## config.mk

```make
export PLATFORM = sky130hd
export DESIGN_NAME = ps2_kb_rx_flat
export DESIGN_NICKNAME = d
export VERILOG_FILES = /design/src/rtl/ps2_kb_pkg.sv /design/src/rtl/ps2_kb_rx_if.sv /design/src/rtl/ps2_frame_rx.sv /design/src/rtl/ps2_kb_rx.sv /design/src/flat_wrapper.sv
export SDC_FILE = /design/constraint.sdc
export NUM_CORES = 1
export LEC_CHECK = 0
export BUFFER_PORTS_ARGS = -buffer_cell sky130_fd_sc_hd__buf_4
export CAP_MARGIN = 25
export CORE_AREA = 2 2 93 95
export CTS_CLUSTER_DIAMETER = 30
export DETAILED_ROUTE_END_ITERATION = 12
export DIE_AREA = 0 0 95 97
export PLACE_DENSITY = 0.7
export SLEW_MARGIN = 10
export SYNTH_ARGS = -nofsm -noshare
export SYNTH_HDL_FRONTEND = slang
export SYNTH_SLANG_ARGS = --single-unit
```

## constraint.sdc

```tcl
create_clock -name clk -period 6.1 [get_ports clk]
set_clock_uncertainty 0.1 [all_clocks]
set_input_delay 0.305 -clock clk [delete_from_list [all_inputs] [get_ports clk]]
set_output_delay 0.305 -clock clk [all_outputs]
set_load 0.01 [all_outputs]
```

## src/rtl/ps2_kb_pkg.sv

```systemverilog
// ps2_kb_pkg: shared types and constants for the PS/2 keyboard receiver.
// Frame/decoder state enums, set-2 prefix and shift codes, and the
// scan-code to ASCII lookup. Shifted output is used only when the top
// is built with PS2_KB_SHIFT_EN defined.
package ps2_kb_pkg;

  typedef enum logic [1:0] {
    FR_IDLE,
    FR_DATA,
    FR_PARITY,
    FR_STOP
  } frame_state_t;

  // DEC_EXT_BRK covers "E0 F0 xx": the code after the F0 is skipped too.
  typedef enum logic [1:0] {
    DEC_NORM,
    DEC_BRK,
    DEC_EXT,
    DEC_EXT_BRK
  } dec_state_t;

  localparam logic [7:0] PS2_BREAK  = 8'hF0;
  localparam logic [7:0] PS2_EXT    = 8'hE0;
  localparam logic [7:0] PS2_LSHIFT = 8'h12;
  localparam logic [7:0] PS2_RSHIFT = 8'h59;

  typedef struct packed {
    logic       hit;
    logic [7:0] ch;
  } ascii_t;

  // Set-2 make code to ASCII; hit=0 for codes with no character.
  function automatic ascii_t scan_to_ascii(input logic [7:0] code, input logic shift);
    ascii_t     r;
    logic [7:0] lo;
    logic [7:0] hi;
    r.hit = 1'b1;
    lo    = 8'h00;
    hi    = 8'h00;
    case (code)
      8'h1C: begin lo = "a"; hi = "A"; end
      8'h32: begin lo = "b"; hi = "B"; end
      8'h21: begin lo = "c"; hi = "C"; end
      8'h23: begin lo = "d"; hi = "D"; end
      8'h24: begin lo = "e"; hi = "E"; end
      8'h2B: begin lo = "f"; hi = "F"; end
      8'h34: begin lo = "g"; hi = "G"; end
      8'h33: begin lo = "h"; hi = "H"; end
      8'h43: begin lo = "i"; hi = "I"; end
      8'h3B: begin lo = "j"; hi = "J"; end
      8'h42: begin lo = "k"; hi = "K"; end
      8'h4B: begin lo = "l"; hi = "L"; end
      8'h3A: begin lo = "m"; hi = "M"; end
      8'h31: begin lo = "n"; hi = "N"; end
      8'h44: begin lo = "o"; hi = "O"; end
      8'h4D: begin lo = "p"; hi = "P"; end
      8'h15: begin lo = "q"; hi = "Q"; end
      8'h2D: begin lo = "r"; hi = "R"; end
      8'h1B: begin lo = "s"; hi = "S"; end
      8'h2C: begin lo = "t"; hi = "T"; end
      8'h3C: begin lo = "u"; hi = "U"; end
      8'h2A: begin lo = "v"; hi = "V"; end
      8'h1D: begin lo = "w"; hi = "W"; end
      8'h22: begin lo = "x"; hi = "X"; end
      8'h35: begin lo = "y"; hi = "Y"; end
      8'h1A: begin lo = "z"; hi = "Z"; end
      8'h45: begin lo = "0"; hi = ")"; end
      8'h16: begin lo = "1"; hi = "!"; end
      8'h1E: begin lo = "2"; hi = "@"; end
      8'h26: begin lo = "3"; hi = "#"; end
      8'h25: begin lo = "4"; hi = "$"; end
      8'h2E: begin lo = "5"; hi = "%"; end
      8'h36: begin lo = "6"; hi = "^"; end
      8'h3D: begin lo = "7"; hi = "&"; end
      8'h3E: begin lo = "8"; hi = "*"; end
      8'h46: begin lo = "9"; hi = "("; end
      8'h29: begin lo = 8'h20; hi = 8'h20; end
      8'h5A: begin lo = 8'h0D; hi = 8'h0D; end
      8'h66: begin lo = 8'h08; hi = 8'h08; end
      default: r.hit = 1'b0;
    endcase
    r.ch = shift ? hi : lo;
    return r;
  endfunction

endpackage

```

## src/rtl/ps2_kb_rx_if.sv

```systemverilog
// ps2_kb_rx_if: character handshake between the keyboard receiver
// (master, produces characters) and the keyboard/screen driver (slave).
interface ps2_kb_rx_if;
  logic [7:0] kb_data;
  logic       kb_valid;
  logic       kb_ovf;
  logic       kb_ack;
  logic       ovf_clr;

  modport master (output kb_data, kb_valid, kb_ovf, input kb_ack, ovf_clr);
  modport slave  (input kb_data, kb_valid, kb_ovf, output kb_ack, ovf_clr);
endinterface

```

## src/rtl/ps2_frame_rx.sv

```systemverilog
// ps2_frame_rx: synchronises the PS/2 pins, detects falling ps2_clk edges
// and deframes 11-bit device-to-host frames (start, 8 data LSB first,
// odd parity, stop). Good frames pulse code_stb with the byte; bad
// start/parity/stop or an inter-edge timeout pulse frame_err.
module ps2_frame_rx
  import ps2_kb_pkg::*;
#(
  parameter int SYNC_STAGES = 2,
  parameter int TIMEOUT_CYC = 100000
) (
  input  logic       clk,
  input  logic       rst_n,
  input  logic       ps2_clk,
  input  logic       ps2_data,
  output logic [7:0] code,
  output logic       code_stb,
  output logic       frame_err
);

  localparam int TW = $clog2(TIMEOUT_CYC + 1);

  logic [SYNC_STAGES-1:0] clk_sync;
  logic [SYNC_STAGES-1:0] data_sync;
  logic                   clk_prev;
  logic                   fall_p1;
  logic                   data_p1;

  frame_state_t state_q, state_d;
  logic [2:0]   bit_cnt_q, bit_cnt_d;
  logic [7:0]   shreg_q, shreg_d;
  logic         par_q, par_d;
  logic [TW-1:0] tmo_q, tmo_d;
  logic [7:0]   code_d;
  logic         stb_d;
  logic         err_d;

  // Pin synchronisers (idle-high) and registered falling-edge strobe.
  always_ff @(posedge clk or negedge rst_n) begin
    if (!rst_n) begin
      clk_sync  <= '1;
      data_sync <= '1;
      clk_prev  <= 1'b1;
      fall_p1   <= 1'b0;
      data_p1   <= 1'b1;
    end else begin
      clk_sync  <= {clk_sync[SYNC_STAGES-2:0], ps2_clk};
      data_sync <= {data_sync[SYNC_STAGES-2:0], ps2_data};
      clk_prev  <= clk_sync[SYNC_STAGES-1];
      fall_p1   <= clk_prev & ~clk_sync[SYNC_STAGES-1];
      data_p1   <= data_sync[SYNC_STAGES-1];
    end
  end

  // Frame FSM and timeout: next state and registered outputs.
  always_comb begin
    state_d   = state_q;
    bit_cnt_d = bit_cnt_q;
    shreg_d   = shreg_q;
    par_d     = par_q;
    tmo_d     = '0;
    code_d    = code;
    stb_d     = 1'b0;
    err_d     = 1'b0;
    if (state_q != FR_IDLE && !fall_p1) tmo_d = tmo_q + 1'b1;
    if (fall_p1) begin
      case (state_q)
        FR_IDLE: begin
          if (!data_p1) begin
            state_d   = FR_DATA;
            bit_cnt_d = 3'd0;
          end else begin
            err_d = 1'b1;
          end
        end
        FR_DATA: begin
          shreg_d   = {data_p1, shreg_q[7:1]};
          bit_cnt_d = bit_cnt_q + 3'd1;
          if (bit_cnt_q == 3'd7) state_d = FR_PARITY;
        end
        FR_PARITY: begin
          par_d   = data_p1;
          state_d = FR_STOP;
        end
        FR_STOP: begin
          if (data_p1 && (^{shreg_q, par_q})) begin
            stb_d  = 1'b1;
            code_d = shreg_q;
          end else begin
            err_d = 1'b1;
          end
          state_d = FR_IDLE;
        end
        default: state_d = FR_IDLE;
      endcase
    end else if (state_q != FR_IDLE && tmo_q == TW'(TIMEOUT_CYC - 1)) begin
      state_d = FR_IDLE;
      err_d   = 1'b1;
      tmo_d   = '0;
    end
  end

  // Frame FSM state register.
  always_ff @(posedge clk or negedge rst_n) begin
    if (!rst_n) begin
      state_q   <= FR_IDLE;
      bit_cnt_q <= 3'd0;
      shreg_q   <= 8'h00;
      par_q     <= 1'b0;
      tmo_q     <= '0;
      code      <= 8'h00;
      code_stb  <= 1'b0;
      frame_err <= 1'b0;
    end else begin
      state_q   <= state_d;
      bit_cnt_q <= bit_cnt_d;
      shreg_q   <= shreg_d;
      par_q     <= par_d;
      tmo_q     <= tmo_d;
      code      <= code_d;
      code_stb  <= stb_d;
      frame_err <= err_d;
    end
  end

endmodule

```

## src/rtl/ps2_kb_rx.sv

```systemverilog
// ps2_kb_rx: PS/2 keyboard receiver top. Deframes scan codes, decodes set-2
// make/break/extended sequences into ASCII and offers one character at a
// time on the kb_* handshake. Optional feature macro: PS2_KB_SHIFT_EN
// (tracks left/right shift and emits uppercase letters / shifted digits).
module ps2_kb_rx
  import ps2_kb_pkg::*;
#(
  parameter int SYNC_STAGES = 2,
  parameter int TIMEOUT_CYC = 100000
) (
  input  logic               clk,
  input  logic               rst_n,
  input  logic               ps2_clk,
  input  logic               ps2_data,
  ps2_kb_rx_if.master        kb,
  output logic               frame_err
);

  logic [7:0] code;
  logic       code_stb;

  dec_state_t dec_q, dec_d;
  ascii_t     look;
  logic       emit;
  logic [7:0] emit_ch;
  logic       shift;

  ps2_frame_rx #(
    .SYNC_STAGES(SYNC_STAGES),
    .TIMEOUT_CYC(TIMEOUT_CYC)
  ) u_frame (
    .clk      (clk),
    .rst_n    (rst_n),
    .ps2_clk  (ps2_clk),
    .ps2_data (ps2_data),
    .code     (code),
    .code_stb (code_stb),
    .frame_err(frame_err)
  );

`ifdef PS2_KB_SHIFT_EN
  logic shift_set;
  logic shift_clr;

  // Shift key state: set on make, cleared on break of either shift key.
  always_ff @(posedge clk or negedge rst_n) begin
    if (!rst_n)         shift <= 1'b0;
    else if (shift_set) shift <= 1'b1;
    else if (shift_clr) shift <= 1'b0;
  end
`else
  assign shift = 1'b0;
`endif

  // Decoder FSM: classify each code as prefix, break target or make code.
  always_comb begin
    dec_d   = dec_q;
    emit    = 1'b0;
    emit_ch = 8'h00;
    look    = scan_to_ascii(code, shift);
`ifdef PS2_KB_SHIFT_EN
    shift_set = 1'b0;
    shift_clr = 1'b0;
`endif
    if (code_stb) begin
      case (dec_q)
        DEC_NORM: begin
          if (code == PS2_BREAK)    dec_d = DEC_BRK;
          else if (code == PS2_EXT) dec_d = DEC_EXT;
`ifdef PS2_KB_SHIFT_EN
          else if (code == PS2_LSHIFT || code == PS2_RSHIFT) shift_set = 1'b1;
`endif
          else if (look.hit) begin
            emit    = 1'b1;
            emit_ch = look.ch;
          end
        end
        DEC_BRK: begin
`ifdef PS2_KB_SHIFT_EN
          if (code == PS2_LSHIFT || code == PS2_RSHIFT) shift_clr = 1'b1;
`endif
          dec_d = DEC_NORM;
        end
        DEC_EXT:     dec_d = (code == PS2_BREAK) ? DEC_EXT_BRK : DEC_NORM;
        DEC_EXT_BRK: dec_d = DEC_NORM;
        default:     dec_d = DEC_NORM;
      endcase
    end
  end

  // Decoder FSM state register.
  always_ff @(posedge clk or negedge rst_n) begin
    if (!rst_n) dec_q <= DEC_NORM;
    else        dec_q <= dec_d;
  end

  // Output handshake: load on free slot (or same-cycle ack), else overflow.
  always_ff @(posedge clk or negedge rst_n) begin
    if (!rst_n) begin
      kb.kb_data  <= 8'h00;
      kb.kb_valid <= 1'b0;
      kb.kb_ovf   <= 1'b0;
    end else begin
      if (emit && (!kb.kb_valid || kb.kb_ack)) begin
        kb.kb_data  <= emit_ch;
        kb.kb_valid <= 1'b1;
      end else if (kb.kb_ack) begin
        kb.kb_valid <= 1'b0;
      end
      if (emit && kb.kb_valid && !kb.kb_ack) kb.kb_ovf <= 1'b1;
      else if (kb.ovf_clr)                   kb.kb_ovf <= 1'b0;
    end
  end

endmodule

```

## src/flat_wrapper.sv

```systemverilog
// flat-port wrapper written by rule: the top's interface ports become plain ports
module ps2_kb_rx_flat import ps2_kb_pkg::*;
#(
  parameter int SYNC_STAGES = 2,
  parameter int TIMEOUT_CYC = 100000
)
  (clk, rst_n, ps2_clk, ps2_data, frame_err, kb_kb_data, kb_kb_valid, kb_kb_ovf, kb_kb_ack, kb_ovf_clr);
  ps2_kb_rx_if kb_i ();
  input  logic clk;
  input  logic rst_n;
  input  logic ps2_clk;
  input  logic ps2_data;
  output logic frame_err;
  output wire logic [$bits(kb_i.kb_data)-1:0] kb_kb_data;
  output wire logic [$bits(kb_i.kb_valid)-1:0] kb_kb_valid;
  output wire logic [$bits(kb_i.kb_ovf)-1:0] kb_kb_ovf;
  input wire logic [$bits(kb_i.kb_ack)-1:0] kb_kb_ack;
  input wire logic [$bits(kb_i.ovf_clr)-1:0] kb_ovf_clr;
  assign kb_kb_data = kb_i.kb_data;
  assign kb_kb_valid = kb_i.kb_valid;
  assign kb_kb_ovf = kb_i.kb_ovf;
  assign kb_i.kb_ack = kb_kb_ack;
  assign kb_i.ovf_clr = kb_ovf_clr;
  ps2_kb_rx #(.SYNC_STAGES(SYNC_STAGES), .TIMEOUT_CYC(TIMEOUT_CYC)) u_core (.clk(clk), .rst_n(rst_n), .ps2_clk(ps2_clk), .ps2_data(ps2_data), .kb(kb_i), .frame_err(frame_err));
endmodule
```

==> Word level (Yosys, flattened, before mapping) <==
Index checks and enable logic that the tools add are counted.
{ "totals": {"out_inout_bits": 11, "ff_bits": 60, "input_bits": 6, "wordCells": 138} }
{ "classes": {"mux": 38, "eq_ne": 53, "add_sub_neg": 2, "n_bitwise": 2, "reduce_logical": 26} }
{ "ops": {"columns": ["operator", "count"], "rows": [
  ["7-bit one-hot mux with 39 select lines", 1],
  ["8-bit by 6-bit == test with 1-bit output (second input constant)", 23],
  ["8-bit by 7-bit == test with 1-bit output (second input constant)", 9],
  ["8-bit by 5-bit == test with 1-bit output (second input constant)", 7],
  ["17-bit 2-to-1 mux", 3],
  ["39-bit OR reduction", 1],
  ["8-bit 2-to-1 mux", 4],
  ["17-bit by 1-bit adder with 17-bit output (second input constant)", 1],
  ["17-bit == test (second input constant)", 1],
  ["1-bit 2-to-1 mux", 17],
  ["8-bit == test (second input constant)", 2],
  ["2-bit 2-to-1 mux", 7],
  ["2-bit nonzero test", 5],
  ["3-bit AND reduction", 3],
  ["9-bit XOR reduction", 1],
  ["2-bit == test (second input constant)", 4],
  ["2-bit one-hot mux with 4 select lines", 1],
  ["7-bit 2-to-1 mux", 1],
  ["1-bit logical AND", 6],
  ["3-bit != test (second input constant)", 2],
  ["2-bit one-hot mux with 3 select lines", 1],
  ["3-bit one-hot mux with 2 select lines", 1],
  ["2-bit AND reduction", 3],
  ["2-bit by 1-bit == test with 1-bit output (second input constant)", 2],
  ["other kinds (12)", 15]
]} }

==> Longest topological paths before layout <==
Gate-level depths: netlist of run 1.
{ "depth": {"ltp_word": 11, "mapped_depth": 9, "ltp_nobuf": 7} }

==> Hierarchy <==
Synthesis of run 1 repeated with hierarchy kept, for this count alone.
{ "unflattened": {"hier_cells": 368, "area_unflattened_um2": 3666.0} }
{ "modules_own_cells": {"columns": ["mod", "n_inst", "seq_area_each_um2", "cells_each", "area_per_inst_um2"], "rows": [
  ["ps2_frame_rx", 1, 1208.7, 179, 2179.6],
  ["ps2_kb_rx", 1, 275.3, 189, 1486.4]
]} }

==> Worst setup path before layout of run 1 <==
Ideal clock, no wire load.
{ "synth_timing": {"kind": "reg-to-reg", "startpoint": "register u_core.u_frame.code[5]", "endpoint": "register u_core.kb.kb_data[0]", "n_path_buf": 2, "slack_ps": 3591, "setup_ps": 125, "arrival_time_ps": 2284, "period_less_slack_ps": 2509, "t_required_ps": 5875, "stages_incl_launch_ff": 9, "cell_sequence": "dfrtp_1 > buf_6 > nor2b_4 > mux2_4 > a32o_1 > or4_4 > o211a_1 > buf_6 > mux2_4"} }
{ "synth_between": {"elab_chain_len": 9, "word_cells_on_any_way": 55, "cone_classes": "41 x eq/ne; 12 x mux; 2 x reduce/logical"} }
{ "synth_lines": {"columns": ["element", "line_no", "text"], "rows": [
  ["from (decl)", "ps2_frame_rx.sv:15", "output logic [7:0] code,"],
  ["from (signal assigned)", "ps2_frame_rx.sv:119", "code <= code_d;"],
  ["8-bit by 5-bit == test with 1-bit output (tied with other cells)", "ps2_kb_pkg.sv:40", "case (code)"],
  ["39-bit OR reduction (no line)", null, null],
  ["1-bit 2-to-1 mux", "ps2_kb_pkg.sv:40", null],
  ["1-bit 2-to-1 mux", "ps2_kb_rx.sv:73", "else if (look.hit) begin"],
  ["1-bit 2-to-1 mux", "ps2_kb_rx.sv:69", "else if (code == PS2_EXT) dec_d = DEC_EXT;"],
  ["1-bit 2-to-1 mux", "ps2_kb_rx.sv:68", "if (code == PS2_BREAK) dec_d = DEC_BRK;"],
  ["1-bit 2-to-1 mux", "ps2_kb_rx.sv:66", "case (dec_q)"],
  ["1-bit 2-to-1 mux", "ps2_kb_rx.sv:65", "if (code_stb) begin"],
  ["1-bit logical AND", "ps2_kb_rx.sv:104", "if (emit && (!kb.kb_valid || kb.kb_ack)) begin"],
  ["to (signal assigned)", "ps2_kb_rx.sv:105", "kb.kb_data <= emit_ch;"],
  ["to (decl)", "ps2_kb_rx_if.sv:10", "modport master (output kb_data, kb_valid, kb_ovf, input kb_ack, ovf_clr);"]
]} }
Several ways; a longest one is shown, not always the timed one.
A chain may end at the register's enable or synchronous reset.

==> Worst setup path in the final report of run 1 <==
{ "layout_timing": {"startpoint": "register u_core.u_frame.code[0]", "endpoint": "register u_core.kb.kb_data[0]"} }
Same word-level chain as after synthesis.

==> results of run 1 <==
cell usage in the layout (no fill, tap or decap), types with 4 or more instances in the layout:
cell      Yosys  final
mux2_4        5      5
or3_1         5      5
buf_4         3     16
nand3_1      21     21
inv_1         6      6
nand4_1       8      8
dfstp_2       6      6
nand2b_1      4      4
and3_1        8      8
xor2_1       11     11
a21oi_1      12     12
dfrtp_1      53     53
nor4bb_1      4      4
ha_1          7      7
mux2_2       18     18
nor2b_1      14     14
xnor2_1       9      9
nor3b_1       9      9
nand3b_1      5      5
clkbuf_8      0      9
o21ai_0      15     15
nor2_1       25     25
nor3_1        9      9
nand2_1      24     24
final timing paths:
check,slack (ns),cells after the start,start,end
max,2.81,6,u_core.u_frame.code[0]$_DFFE_PN0P_,u_core.kb.kb_data[0]$_DFFE_PN0P_
min in group asynchronous,0.46,2,rst_n,u_core.u_frame.state_q[1]$_DFFE_PN0P_
max reg2reg,2.81,6,u_core.u_frame.code[0]$_DFFE_PN0P_,u_core.kb.kb_data[0]$_DFFE_PN0P_
min,0.07,2,kb_ovf_clr,u_core.kb.kb_ovf$_DFFE_PN0P_
min reg2reg,0.26,0,u_core.u_frame.clk_sync[0]$_DFF_PN1_,u_core.u_frame.clk_sync[1]$_DFF_PN1_
max in group asynchronous,4.98,2,rst_n,u_core.kb.kb_valid$_DFFE_PN0P_
synth_stat cells, types with 5 or more instances:
cell type / count / share of area (%)
xor2_1: 11 / 2.7
dfstp_2: 6 / 4.4
ha_1: 7 / 2.4
nand3_1: 21 / 2.9
mux2_2: 18 / 5.7
nor3b_1: 9 / 1.9
nand4_1: 8 / 1.4
clkbuf_1: 10 / 1.0
nor2_1: 25 / 2.6
inv_1: 6 / 0.63
or3_1: 5 / 0.87
dfrtp_1: 53 / 37
a21oi_1: 12 / 1.7
nor2b_1: 14 / 2.4
xnor2_1: 9 / 2.2
buf_2: 10 / 1.4
mux2_4: 5 / 2.1
o21ai_0: 15 / 2.1
nand2_1: 24 / 2.5
nor3_1: 9 / 1.3
nand3b_1: 5 / 1.0
and3_1: 8 / 1.4
state kept, by name, summed over array words and instances, names as in the netlist, 2 cells and up:
name and cells:
u_core.u_frame.tmo_q 17, u_core.u_frame.clk_sync 2, u_core.u_frame.bit_cnt_q 3, u_core.u_frame.data_sync 2, u_core.u_frame.state_q 2, u_core.kb.kb_data 7, u_core.dec_q 2, u_core.u_frame.shreg_q 8
u_core.u_frame.code 8
critical path, stage by stage (launching register included):
cell and delay [ns]:
dfrtp_1 0.93, nor2b_1 0.65, a32oi_1 0.19, a21boi_0 0.38, or4_4 0.21, o211a_1 0.37
mux2_4 0.33
final cells by class:
cell class,count,area [um^2]
clock buffers,9,124
clock inverters,7,92.6
fillers,718,4180
inverters,6,22.5
multi-input cells,273,1930
flip-flops and latches,59,1480
well taps,105,131
repair buffers,21,170
kinds of logic after synthesis:
group,Yosys count,synth area share (%)
flops,59,41.5
mux,25,8.33
xor+xnor,21,5.53
buf+inv,32,4.48
fa+ha+maj,7,2.45
compound gates,61,11.9
simple gates,158,25.8
other cells,1,0.105
layer usage:
layer,wire [um],share of wire [%]
met1,3280,44
met2,3740,50
met3,317,4.2
met4,193,2.6
met5,0,0
report_power, final:
part | internal (uW) | switching (uW) | leakage (uW) | total, uW
clock network | 228 | 156 | 0.000101 | 384
logic | 249 | 231 | 0.000840 | 481
registers | 465 | 159 | 0.000774 | 624
stage by stage:
stage                     area (um^2)  util (%)  worst slack (ns)
after detailed placement         3690      45.4              2.66
after global placement           3690      45.4              2.76
after global routing             3960      48.6              2.77
after CTS                        3940      48.4              2.66
after floorplan                  3580         -              3.59
final                            3960      48.6              2.81
==> load_flow_metrics.sql, run 1 <==
INSERT INTO impl_metrics (metric_group, metric, value, unit) VALUES
('timing', 'worst_hold_slack', '0.0722', 'ns'),
('route', 'route.vias.total', '2859', ''),
('clocking', 'clock_tree.buffer_depth', '2', ''),
('layout', 'finalNonFillerCells', '480', ''),
('synth', 'yosys_most_used_dff', 'dfrtp_1', ''),
('route', 'drtPass1Iterations', '5', ''),
('layout', 'final_layout_size_suffix_gt1_share', '19.5', '%'),
('placement', 'placedCellCount', '459', ''),
('synth', 'syn_avg_cell_area', '9.82', 'um^2'),
('placement', 'gp_congestion', '0.859', ''),
('timing', 'final_hold_violating_endpoints', '0', ''),
('grt', 'globalRouteTotalUtil', '17.7', '%'),
('layout', 'antenna_cells_inserted', '0', ''),
('die', 'number_of_primary_i_o_pins', '17', ''),
('timing', 'fin_crit_sh', '53.9', '%'),
('synth', 'synth_edf_count', '0', ''),
('power', 'irDropWorstVdd', '0.355', 'mV'),
('critical_path', 'critical_path_startpoint_category', 'flop', ''),
('clocking', 'cts_tree', 'yes', ''),
('grt', 'grt_pass1_vias', '2765', ''),
('critical_path', 'timing.setup.critical_path_class', 'flop to flop', ''),
('grt', 'grtUsageMet3', '3.43', '%'),
('timing', 'final-setup-viol-count', '0', ''),
('timing', 'report.final.slew_viol_count', '0', ''),
('synth', 'ys_seq_area_share', '41.5', '%'),
('clocking', 'cts-buffers-inserted', '9', ''),
('die', 'dieArea', '9220', 'um^2'),
('timing', 'worst_slew_margin_rel', '39.7', '%'),
('synth', 'synthArstFlopShare', '100', '%'),
('clocking', 'cts.sinks', '59', ''),
('route', 'drc', '0', ''),
('clocking', 'worstSkewPairLatency', '0.34', 'ns'),
('timing', 'max_freq', '304', 'MHz'),
('route', 'drt_wl_total', '7540', 'um'),
('grt', 'grt_pass1_wl', '13100', 'um'),
('min_path', 'timing.hold.worst.class', 'input pin to flop', ''),
('synth', 'mapped_area', '3580', 'um^2'),
('clocking', 'post-cts-setup-buffer-count', '0', ''),
('die', 'die-height', '97', 'um'),
('critical_path', 'worst_path_arrival', '3.42', 'ns'),
('layout', 'nets', '383', ''),
('flow_run', 'drv.max_cap_violation_count', '0', ''),
('placement', 'count_of_buffers_inserted_at_the_top_level_ports', '15', ''),
('route', 'vias_per_cell', '5.96', ''),
('die', 'placement_rows', '33', ''),
('route', 'detail_route_antenna_nets', '0', ''),
('timing', 'final.setup.tns', '0', 'ns'),
('critical_path', 'worstSetupEndpointType', 'flop', ''),
('clocking', 'post_cts_hold_buffer_count', '3', ''),
('die', 'core_area', '8130', 'um^2'),
('power', 'overall_power_of_the_completed_layout', '1490', 'uW'),
('critical_path', 'timing.critical_path.required', '6.23', 'ns'),
('synth', 'synth_warnings', '0', ''),
('route', 'drt-initial-drc-count', '365', ''),
('grt', 'globalRouteOverflowTotal', '0', ''),
('synth', 'post_synthesis_cells', '364', ''),
('grt', 'busiest_metal_layer_after_global_routing', 'met2', ''),
('clocking', 'cts_resized', '0', ''),
('grt', 'initial_antenna_violation_count', '0', ''),
('clocking', 'cts.clk_slew.worst_paths', '0.07', 'ns'),
('grt', 'grt_start_max_net_pins', '60', ''),
('critical_path', 'critical_path.max_fanout', '31', ''),
('synth', 'synthDistinctLibCells', '66', ''),
('layout', 'syn2layout_area_growth', '10.6', '%'),
('placement', 'dp_hpwl', '5000', 'um'),
('timing', 'worstMarginPinSlew', '0.905', 'ns'),
('power', 'power.density', '376', 'nW/um^2'),
('timing', 'rsz0062_at_grt', 'false', ''),
('die', 'initial_utilization', '44.0', '%'),
('grt', 'grt_use_met1', '24.2', '%'),
('synth', 'synth_nets', '377', ''),
('clocking', 'clock_tree.root_cell', 'clkbuf_8', ''),
('grt', 'met2_layer_usage_reported_by_global_route', '26.7', '%'),
('status', 'result_of_the_run', 'completed', ''),
('clocking', 'clock_tree.htree_level_count', '3', ''),
('timing', 'post-route-min-period', '3.29', 'ns'),
('die', 'die_width', '95', 'um'),
('route', 'avgRoutedWirePerCell', '15.7', 'um'),
('power', 'p_leak', '0.00171', 'uW'),
('synth', 'synth_seq_cells', '59', '');
No activity file was read; power rests on OpenSTA's default activity.
==> run 2, diff against run 1 <==
--- a/config.mk
+++ b/config.mk
@@ -5,13 +5,14 @@
 export SDC_FILE = /design/constraint.sdc
 export NUM_CORES = 1
 export LEC_CHECK = 0
+export ABC_AREA = 1
 export BUFFER_PORTS_ARGS = -buffer_cell sky130_fd_sc_hd__buf_4
 export CAP_MARGIN = 25
-export CORE_AREA = 2 2 93 95
+export CORE_AREA = 2 2 92 94
 export CTS_CLUSTER_DIAMETER = 30
 export DETAILED_ROUTE_END_ITERATION = 12
-export DIE_AREA = 0 0 95 97
-export PLACE_DENSITY = 0.7
+export DIE_AREA = 0 0 94 96
+export PLACE_DENSITY = 0.73
 export SLEW_MARGIN = 10
 export SYNTH_ARGS = -nofsm -noshare
 export SYNTH_HDL_FRONTEND = slang
==> constraint.sdc (replaced) <==
create_clock -name clk -period 2.9 [get_ports clk]
set_clock_uncertainty 0.1 [all_clocks]
set_input_delay 0.145 -clock clk [delete_from_list [all_inputs] [get_ports clk]]
set_output_delay 0.145 -clock clk [all_outputs]
set_load 0.01 [all_outputs]
==> run 2 against run 1 <==
Against the previous run:
- synthesized cell count is 39% higher
- worst hold slack better by 0.043 ns
- largest cell class unchanged
- first-iteration DRC count is 28% lower
- clock power is 80% higher
- clock-buffer cell count stayed put
- largest power group unchanged
- critical endpoint is now u_core.kb.kb_ovf$_DFFE_PN0P_
- cell area is 1.1% higher
- synthesized area is 0.56% lower
==> load_flow_metrics.sql, run 2 <==
INSERT INTO impl_metrics (metric_group, metric, value, unit) VALUES
('critical_path', 'timing.setup.critical_path_class', 'flop to flop', ''),
('synth', 'synth_warnings', '0', ''),
('critical_path', 'crit-reg2reg-capture', 'u_core.kb.kb_ovf$_DFFE_PN0P_', ''),
('die', 'die_width', '94', 'um'),
('placement', 'count_of_buffers_inserted_at_the_top_level_ports', '15', ''),
('placement', 'gp_congestion', '0.954', ''),
('layout', 'final_layout_size_suffix_gt1_share', '10.6', '%'),
('clocking', 'clock_tree.root_cell', 'clkbuf_8', ''),
('synth', 'yosys_most_used_dff', 'dfrtp_1', ''),
('route', 'm1WireLength', '3940', 'um'),
('clocking', 'cts.clk_slew.worst_paths', '0.07', 'ns'),
('timing', 'final_hold_violating_endpoints', '0', ''),
('die', 'dieArea', '9020', 'um^2'),
('critical_path', 'worst-r2r-cell-count', '11', ''),
('power', 'p_leak', '0.00208', 'uW'),
('grt', 'globalRouteOverflowTotal', '0', ''),
('route', 'met3_length', '368', 'um'),
('timing', 'final.setup.tns', '0', 'ns'),
('timing', 'final-setup-viol-count', '0', ''),
('clocking', 'clock_tree.buffer_depth', '2', ''),
('route', 'route.vias.total', '3298', ''),
('synth', 'mapped_area', '3560', 'um^2'),
('timing', 'report.final.slew_viol_count', '0', ''),
('clocking', 'cts.sinks', '59', ''),
('layout', 'largest_reg_flops', '17', ''),
('layout', 'nets', '544', ''),
('critical_path', 'reg2reg_setup_slack', '0.21', 'ns'),
('die', 'core_area', '8050', 'um^2'),
('critical_path', 'startpoint_of_the_most_critical_register_to_register_path', 'u_core.u_frame.code[5]$_DFFE_PN0P_', ''),
('clocking', 'cts-buffers-inserted', '9', ''),
('synth', 'synthDistinctLibCells', '39', ''),
('clocking', 'post_cts_hold_buffer_count', '5', ''),
('route', 'vias_per_cell', '5.15', ''),
('synth', 'synth.most_common_cell', 'nand2_1', ''),
('synth', 'synth_commonest_cells', 'nand2_1, nor2_1, inv_1', ''),
('synth', 'yosys.area.top_type_share', '37.3', '%'),
('synth', 'post_synthesis_cells', '505', ''),
('route', 'avgRoutedWirePerCell', '12.8', 'um'),
('critical_path', 'worstSetupEndpointType', 'flop', ''),
('grt', 'grt_start_max_net_pins', '60', ''),
('timing', 'fin_crit_sh', '92.6', '%'),
('flow_run', 'drv.max_cap_violation_count', '0', ''),
('timing', 'worst_slew_margin_rel', '51.4', '%'),
('clocking', 'cts_tree', 'yes', ''),
('timing', 'rsz0062_at_grt', 'false', ''),
('die', 'initial_utilization', '44.2', '%'),
('synth', 'cell_types_occupying_the_most_area_after_synthesis', 'dfrtp_1, nand2_1, nor2_1, inv_1, dfstp_2', ''),
('status', 'result_of_the_run', 'completed', ''),
('placement', 'dp_hpwl', '6090', 'um'),
('layout', 'layout.cells.most_common', 'nand2_1', ''),
('timing', 'post-route-min-period', '2.69', 'ns'),
('die', 'placement_rows', '33', ''),
('timing', 'worstMarginPinSlew', '0.730', 'ns'),
('route', 'detail_route_antenna_nets', '0', ''),
('route', 'detailroute.wirelength.met2', '3670', 'um'),
('die', 'number_of_primary_i_o_pins', '17', ''),
('synth', 'synthArstFlopShare', '100', '%'),
('clocking', 'clock_tree.htree_level_count', '3', ''),
('synth', 'syn_avg_cell_area', '7.04', 'um^2'),
('synth', 'synth_largest_area_cell', 'dfrtp_1', ''),
('layout', 'antenna_cells_inserted', '0', ''),
('synth', 'ys_seq_area_share', '41.7', '%'),
('grt', 'grt_pass1_wl', '14200', 'um'),
('power', 'power.density', '497', 'nW/um^2'),
('route', 'drt_wl_total', '8180', 'um'),
('synth', 'synth_edf_count', '0', ''),
('power', 'irDropWorstVdd', '0.395', 'mV'),
('timing', 'max_freq', '372', 'MHz'),
('clocking', 'post-cts-setup-buffer-count', '0', ''),
('layout', 'syn2layout_area_growth', '12.5', '%'),
('grt', 'initial_antenna_violation_count', '0', ''),
('grt', 'grt_pass1_vias', '3160', ''),
('route', 'drtPass1Iterations', '6', ''),
('critical_path', 'critical_path_startpoint_category', 'flop', ''),
('layout', 'largestRegisters', 'u_core.u_frame.tmo_q: 17 flops, u_core.u_frame.code: 8 flops, u_core.u_frame.shreg_q: 8 flops', ''),
('layout', 'top_library_cells_by_usage_in_the_layout_fill_and_taps_aside', 'nand2_1, nor2_1, inv_1', ''),
('clocking', 'worstSkewPairLatency', '0.34', 'ns'),
('critical_path', 'worst_path_arrival', '2.86', 'ns'),
('layout', 'largest_register', 'u_core.u_frame.tmo_q', ''),
('synth', 'synth_seq_cells', '59', ''),
('route', 'drc', '0', ''),
('grt', 'globalRouteTotalUtil', '19.9', '%'),
('clocking', 'cts_resized', '0', ''),
('min_path', 'hp-start', 'kb_kb_ack', ''),
('min_path', 'min_delay_path_depth', '4', ''),
('route', 'routed.top_layer', 'met4', ''),
('route', 'drt-initial-drc-count', '262', ''),
('min_path', 'timing.hold.worst.class', 'input pin to flop', ''),
('die', 'die-height', '96', 'um'),
('critical_path', 'critical_path.max_fanout', '9', ''),
('layout', 'postLayoutCoreUtil', '49.7', '%'),
('critical_path', 'timing.critical_path.required', '3.08', 'ns'),
('min_path', 'hold-path-endpoint', 'u_core.kb.kb_valid$_DFFE_PN0P_', ''),
('synth', 'synth_nets', '518', '');
==> run 2: cell count changes after synthesis, moves of 7 or more <==
cell	previous run	this run
nand2_1	24	157
nor2_1	25	80
and3_1	8	0
nor2b_1	14	0
buf_2	10	1
clkbuf_1	10	2
o21ai_0	15	22
inv_1	6	56
nand4_1	8	18
mux2_2	18	1
==> run 2: kinds of logic (layout without fill, tap and decap cells) <==
logic type                 count (synthesis)  in the layout  synth area share, %
AOI/OAI and AO/OA                         43             43                 6.55
xor gates and xnor gates                  10             10                 2.46
adders and majority gates                  7              7                 2.46
buffers and inverters                     65             96                 7.32
DFF                                       59             59                 41.7
muxes                                      1              1                0.317
other                                      1              1                0.105
and+or+nand+nor                          319            319                 39.1
==> run 2: worst max-delay path by stage <==
stage                                                   from  depth (start not counted)                            endpoint  slack, ns
after floorplan            u_core.u_frame.tmo_q[0]$_DFF_PN0_                         12  u_core.u_frame.tmo_q[14]$_DFF_PN0_       1.08
after global placement    u_core.u_frame.code[5]$_DFFE_PN0P_                         11    u_core.kb.kb_data[5]$_DFFE_PN0P_       0.79
after detailed placement  u_core.u_frame.code[5]$_DFFE_PN0P_                         11    u_core.kb.kb_data[5]$_DFFE_PN0P_       0.79
after CTS                 u_core.u_frame.code[5]$_DFFE_PN0P_                         11        u_core.kb.kb_ovf$_DFFE_PN0P_       0.28
after global routing      u_core.u_frame.code[5]$_DFFE_PN0P_                         11        u_core.kb.kb_ovf$_DFFE_PN0P_       0.01
final                     u_core.u_frame.code[5]$_DFFE_PN0P_                         11        u_core.kb.kb_ovf$_DFFE_PN0P_       0.21
==> run 2: critical path: stages (launching register included) <==
cell and delay, ns:
dfrtp_1 0.48, nand2_1 0.17, nor2_2 0.40, nand2_1 0.19, nand3_1 0.14, nor2_1 0.06, nand3_1 0.10, nor2_1 0.05
nor2_1 0.23, nand2_1 0.08, o21ai_0 0.07, dlygate4sd3_1 0.56
==> run 2: power breakdown <==
part | switching, uW | internal (uW)
sequential | 49.3 | 890
clock | 372 | 321
combinational | 232 | 126
==> run 2: final cells by class <==
type | count | area, um^2
clock buffer | 9 | 124
fill | 799 | 4050
sequential | 59 | 1480
timing repair buffer | 21 | 170
clock inverter | 7 | 57.6
tap | 105 | 131
multi-input combinational | 381 | 1810
inverter | 59 | 221
==> run 2: layer usage <==
metal	up-vias	track usage, %
li1	1674	-
met1	1485	26.9
met2	114	31.4
met3	25	4.15
met4	0	8.33
met5	-	0
==> run 2: stage by stage <==
stage / instances / power [uW] / hold slack (ns) / instance area, um^2 / setup slack [ns]
after detailed placement: 620 / 1310 / 0.151 / 3770 / 0.789
final: 641 / 1990 / 0.115 / 4000 / 0.213
after CTS: 641 / 2020 / 0.0967 / 4000 / 0.276
after floorplan: 505 / 1210 / -0.251 / 3560 / 1.08
after global placement: 620 / 1300 / 0.148 / 3770 / 0.788
after global routing: 641 / 2110 / 0.158 / 4000 / 0.0118
==> run 3, diff against run 2 <==
--- a/config.mk
+++ b/config.mk
@@ -5,14 +5,13 @@
 export SDC_FILE = /design/constraint.sdc
 export NUM_CORES = 1
 export LEC_CHECK = 0
-export ABC_AREA = 1
 export BUFFER_PORTS_ARGS = -buffer_cell sky130_fd_sc_hd__buf_4
 export CAP_MARGIN = 25
-export CORE_AREA = 2 2 92 94
+export CORE_AREA = 2 2 93 95
 export CTS_CLUSTER_DIAMETER = 30
 export DETAILED_ROUTE_END_ITERATION = 12
-export DIE_AREA = 0 0 94 96
-export PLACE_DENSITY = 0.73
+export DIE_AREA = 0 0 95 97
+export PLACE_DENSITY = 0.72
 export SLEW_MARGIN = 10
 export SYNTH_ARGS = -nofsm -noshare
 export SYNTH_HDL_FRONTEND = slang
==> run 3 against run 2 <==
Against the previous run:
- routed wire length fell by 2.9%
- global-route usage fell by 1.6 points
- sequential power rose by 31%
- cell area rose by 2.5%
- core utilization rose by 0.71 points
- total power rose by 59%
- die area rose by 2.1%
- via count fell by 13%
- register-to-register slack got worse by 0.06 ns
- worst setup slack got worse by 0.064 ns
- clock power rose by 8.7%
- non-clock buffer count rose by 19
- largest cell class unchanged
==> load_flow_metrics.sql, run 3 (same netlist as run 1, synthesis figures left out) <==
INSERT INTO impl_metrics (metric_group, metric, value, unit) VALUES
('power', 'p_leak', '0.00182', 'uW'),
('clocking', 'clock_tree.buffer_depth', '2', ''),
('timing', 'report.final.slew_viol_count', '0', ''),
('timing', 'worst_slew_margin_rel', '52.1', '%'),
('critical_path', 'timing.critical_path.slowest_stage_cell', 'dfrtp_1', ''),
('critical_path', 'critical_path.max_fanout', '17', ''),
('route', 'detail_route_antenna_nets', '0', ''),
('critical_path', 'timing.setup.critical_path_class', 'flop to flop', ''),
('power', 'p_seq_share', '38.8', '%'),
('route', 'route.vias.total', '2877', ''),
('clocking', 'worstSkewPairLatency', '0.33', 'ns'),
('layout', 'final_layout_size_suffix_gt1_share', '23.4', '%'),
('die', 'die-height', '97', 'um'),
('layout', 'nets', '402', ''),
('critical_path', 'critical_path_startpoint_category', 'flop', ''),
('grt', 'grt_pass1_vias', '2887', ''),
('placement', 'placedCellCount', '479', ''),
('critical_path', 'critPathLaunch', 'u_core.u_frame.code[5]$_DFFE_PN0P_', ''),
('power', 'irDropWorstVdd', '0.706', 'mV'),
('timing', 'max_freq', '364', 'MHz'),
('die', 'placement_rows', '33', ''),
('timing', 'rsz0062_at_grt', 'false', ''),
('layout', 'layout.cells.most_common', 'dfrtp_1', ''),
('layout', 'sequential_cell_area', '1490', 'um^2'),
('grt', 'globalRouteTotalUtil', '18.3', '%'),
('power', 'power.share.switching', '36.4', '%'),
('timing', 'worst_hold_slack', '0.105', 'ns'),
('critical_path', 'crit_chain', 'or3b_2 > a2111o_1 > o311ai_1 > or4_4 > o211a_1 > mux2_4', ''),
('die', 'dieArea', '9220', 'um^2'),
('timing', 'final.setup.tns', '0', 'ns'),
('power', 'gate_power_share', '37.5', '%'),
('timing', 'post-route-min-period', '2.75', 'ns'),
('power', 'switching_power', '1150', 'uW'),
('critical_path', 'worstSetupEndpointType', 'flop', ''),
('layout', 'antenna_cells_inserted', '0', ''),
('grt', 'grt_pass1_wl', '13700', 'um'),
('placement', 'placed_cell_area', '3850', 'um^2'),
('route', 'vias_per_cell', '5.77', ''),
('layout', 'finalNonFillerCells', '499', ''),
('flow_run', 'drv.max_cap_violation_count', '0', ''),
('die', 'number_of_primary_i_o_pins', '17', ''),
('critical_path', 'startpoint_of_the_most_critical_register_to_register_path', 'u_core.u_frame.code[5]$_DFFE_PN0P_', ''),
('timing', 'fin_crit_sh', '94.9', '%'),
('clocking', 'clock_tree.htree_level_count', '3', ''),
('timing', 'worstMarginPinSlew', '0.719', 'ns'),
('placement', 'count_of_buffers_inserted_at_the_top_level_ports', '15', ''),
('clocking', 'cts_tree', 'yes', ''),
('layout', 'largest_register', 'u_core.u_frame.tmo_q', ''),
('placement', 'dp_hpwl', '5560', 'um'),
('power', 'pwr-share-clk', '23.7', '%'),
('min_path', 'timing.hold.worst.class', 'input pin to flop', ''),
('clocking', 'cts.sinks', '59', ''),
('route', 'avgRoutedWirePerCell', '15.9', 'um'),
('layout', 'num-fill-cells', '744', ''),
('route', 'drt_wl_total', '7940', 'um'),
('route', 'drc', '0', ''),
('clocking', 'clock_tree.root_cell', 'clkbuf_8', ''),
('power', 'power.density', '774', 'nW/um^2'),
('clocking', 'cts.clk_slew.worst_paths', '0.07', 'ns'),
('min_path', 'hp-start', 'kb_kb_ack', ''),
('layout', 'largest_reg_flops', '17', ''),
('layout', 'syn2layout_area_growth', '14.6', '%'),
('timing', 'final-setup-viol-count', '0', ''),
('placement', 'gp_congestion', '0.895', ''),
('layout', 'layout.cell_area.non_filler', '4100', 'um^2'),
('die', 'initial_utilization', '44.0', '%'),
('grt', 'globalRouteOverflowTotal', '0', ''),
('route', 'drt-initial-drc-count', '243', ''),
('layout', 'combined_area_of_the_multi_input_logic_cells', '1930', 'um^2'),
('timing', 'final_hold_violating_endpoints', '0', ''),
('layout', 'top_library_cells_by_usage_in_the_layout_fill_and_taps_aside', 'dfrtp_1, buf_4, nor2_1', ''),
('die', 'core_area', '8130', 'um^2'),
('critical_path', 'timing.critical_path.required', '3.02', 'ns'),
('grt', 'initial_antenna_violation_count', '0', ''),
('grt', 'grt_start_max_net_pins', '60', ''),
('route', 'drtPass1Iterations', '5', ''),
('die', 'die_width', '95', 'um'),
('status', 'result_of_the_run', 'completed', ''),
('layout', 'largestRegisters', 'u_core.u_frame.tmo_q: 17 flops, u_core.u_frame.code: 8 flops, u_core.u_frame.shreg_q: 8 flops', ''),
('clocking', 'cts-buffers-inserted', '9', ''),
('critical_path', 'worst_path_arrival', '2.87', 'ns'),
('power', 'internal_power', '2020', 'uW'),
('critical_path', 'max_stage_delay', '0.62', 'ns');
==> run 3: cell types whose count changed in the layout (fill, tap and decap cells not counted), moves of 10 or more <==
cell	change
buf_4	+19
inv_1	-50
mux2_2	+17
nand2_1	-133
nand4_1	-10
nor2_1	-55
nor2b_1	+14
==> run 3: routing by layer <==
metal | part of all wire [%] | global-route usage, % | vias to the layer above
li1 | - | - | 1368
met1 | 45 | 25.5 | 1382
met2 | 48 | 28.6 | 111
met3 | 5.9 | 3.66 | 16
met4 | 1.6 | 5.69 | 0
met5 | 0 | 0 | -
==> run 3: cell type report <==
type                    instances  share of cell area, %
repair buffers                 40                   7.88
clock inverters                 4                   1.19
flip-flops and latches         59                   36.3
clock buffers                  12                   3.79
inverters                       6                  0.549
multi-input cells             273                   47.1
well taps                     105                   3.21
==> run 3: worst paths after layout <==
kind	end	slack, ns	cells past startpoint
hold / removal	u_core.kb.kb_valid$_DFFE_PN0P_	0.10	3
max in group asynchronous	u_core.u_frame.code[6]$_DFFE_PN0P_	1.88	2
min in group asynchronous	u_core.u_frame.tmo_q[12]$_DFF_PN0_	0.31	2
setup / recovery	u_core.kb.kb_data[4]$_DFFE_PN0P_	0.15	6
hold reg to reg	u_core.u_frame.data_p1$_DFF_PN1_	0.25	0
setup reg to reg	u_core.kb.kb_data[4]$_DFFE_PN0P_	0.15	6
==> run 3: critical path, delay by kind of cell, from the launching register on <==
family / cells / cell delay (ns)
flops: 1 / 0.62
compound gates: 3 / 0.88
mux: 1 / 0.34
simple gates: 2 / 0.70
==> run 3: power groups by stage <==
stage / logic [uW] / clock network (uW) / registers, uW
after global routing: 1300 / 809 / 1260
after global placement: 1140 / 0 / 1220
final: 1190 / 753 / 1230
after floorplan: 997 / 0 / 1090
after CTS: 1180 / 776 / 1220
after detailed placement: 1170 / 0 / 1240
==> run 3: timing repair <==
action	in CTS	in global routing
hold buffers	4	0
hold endpoints to repair	56	0
setup endpoints to repair	0	4
gates resized for setup	0	3
setup buffers	0	0
==> run 3: per-stage QoR <==
step	worst slack, ns	utilization (%)	power (uW)
after global routing	0.0121	50.4	3370
after detailed placement	0.132	47.4	2400
after floorplan	0.391	-	2090
after global placement	0.200	47.4	2370
after CTS	0.117	50.4	3180
final	0.149	50.4	3170
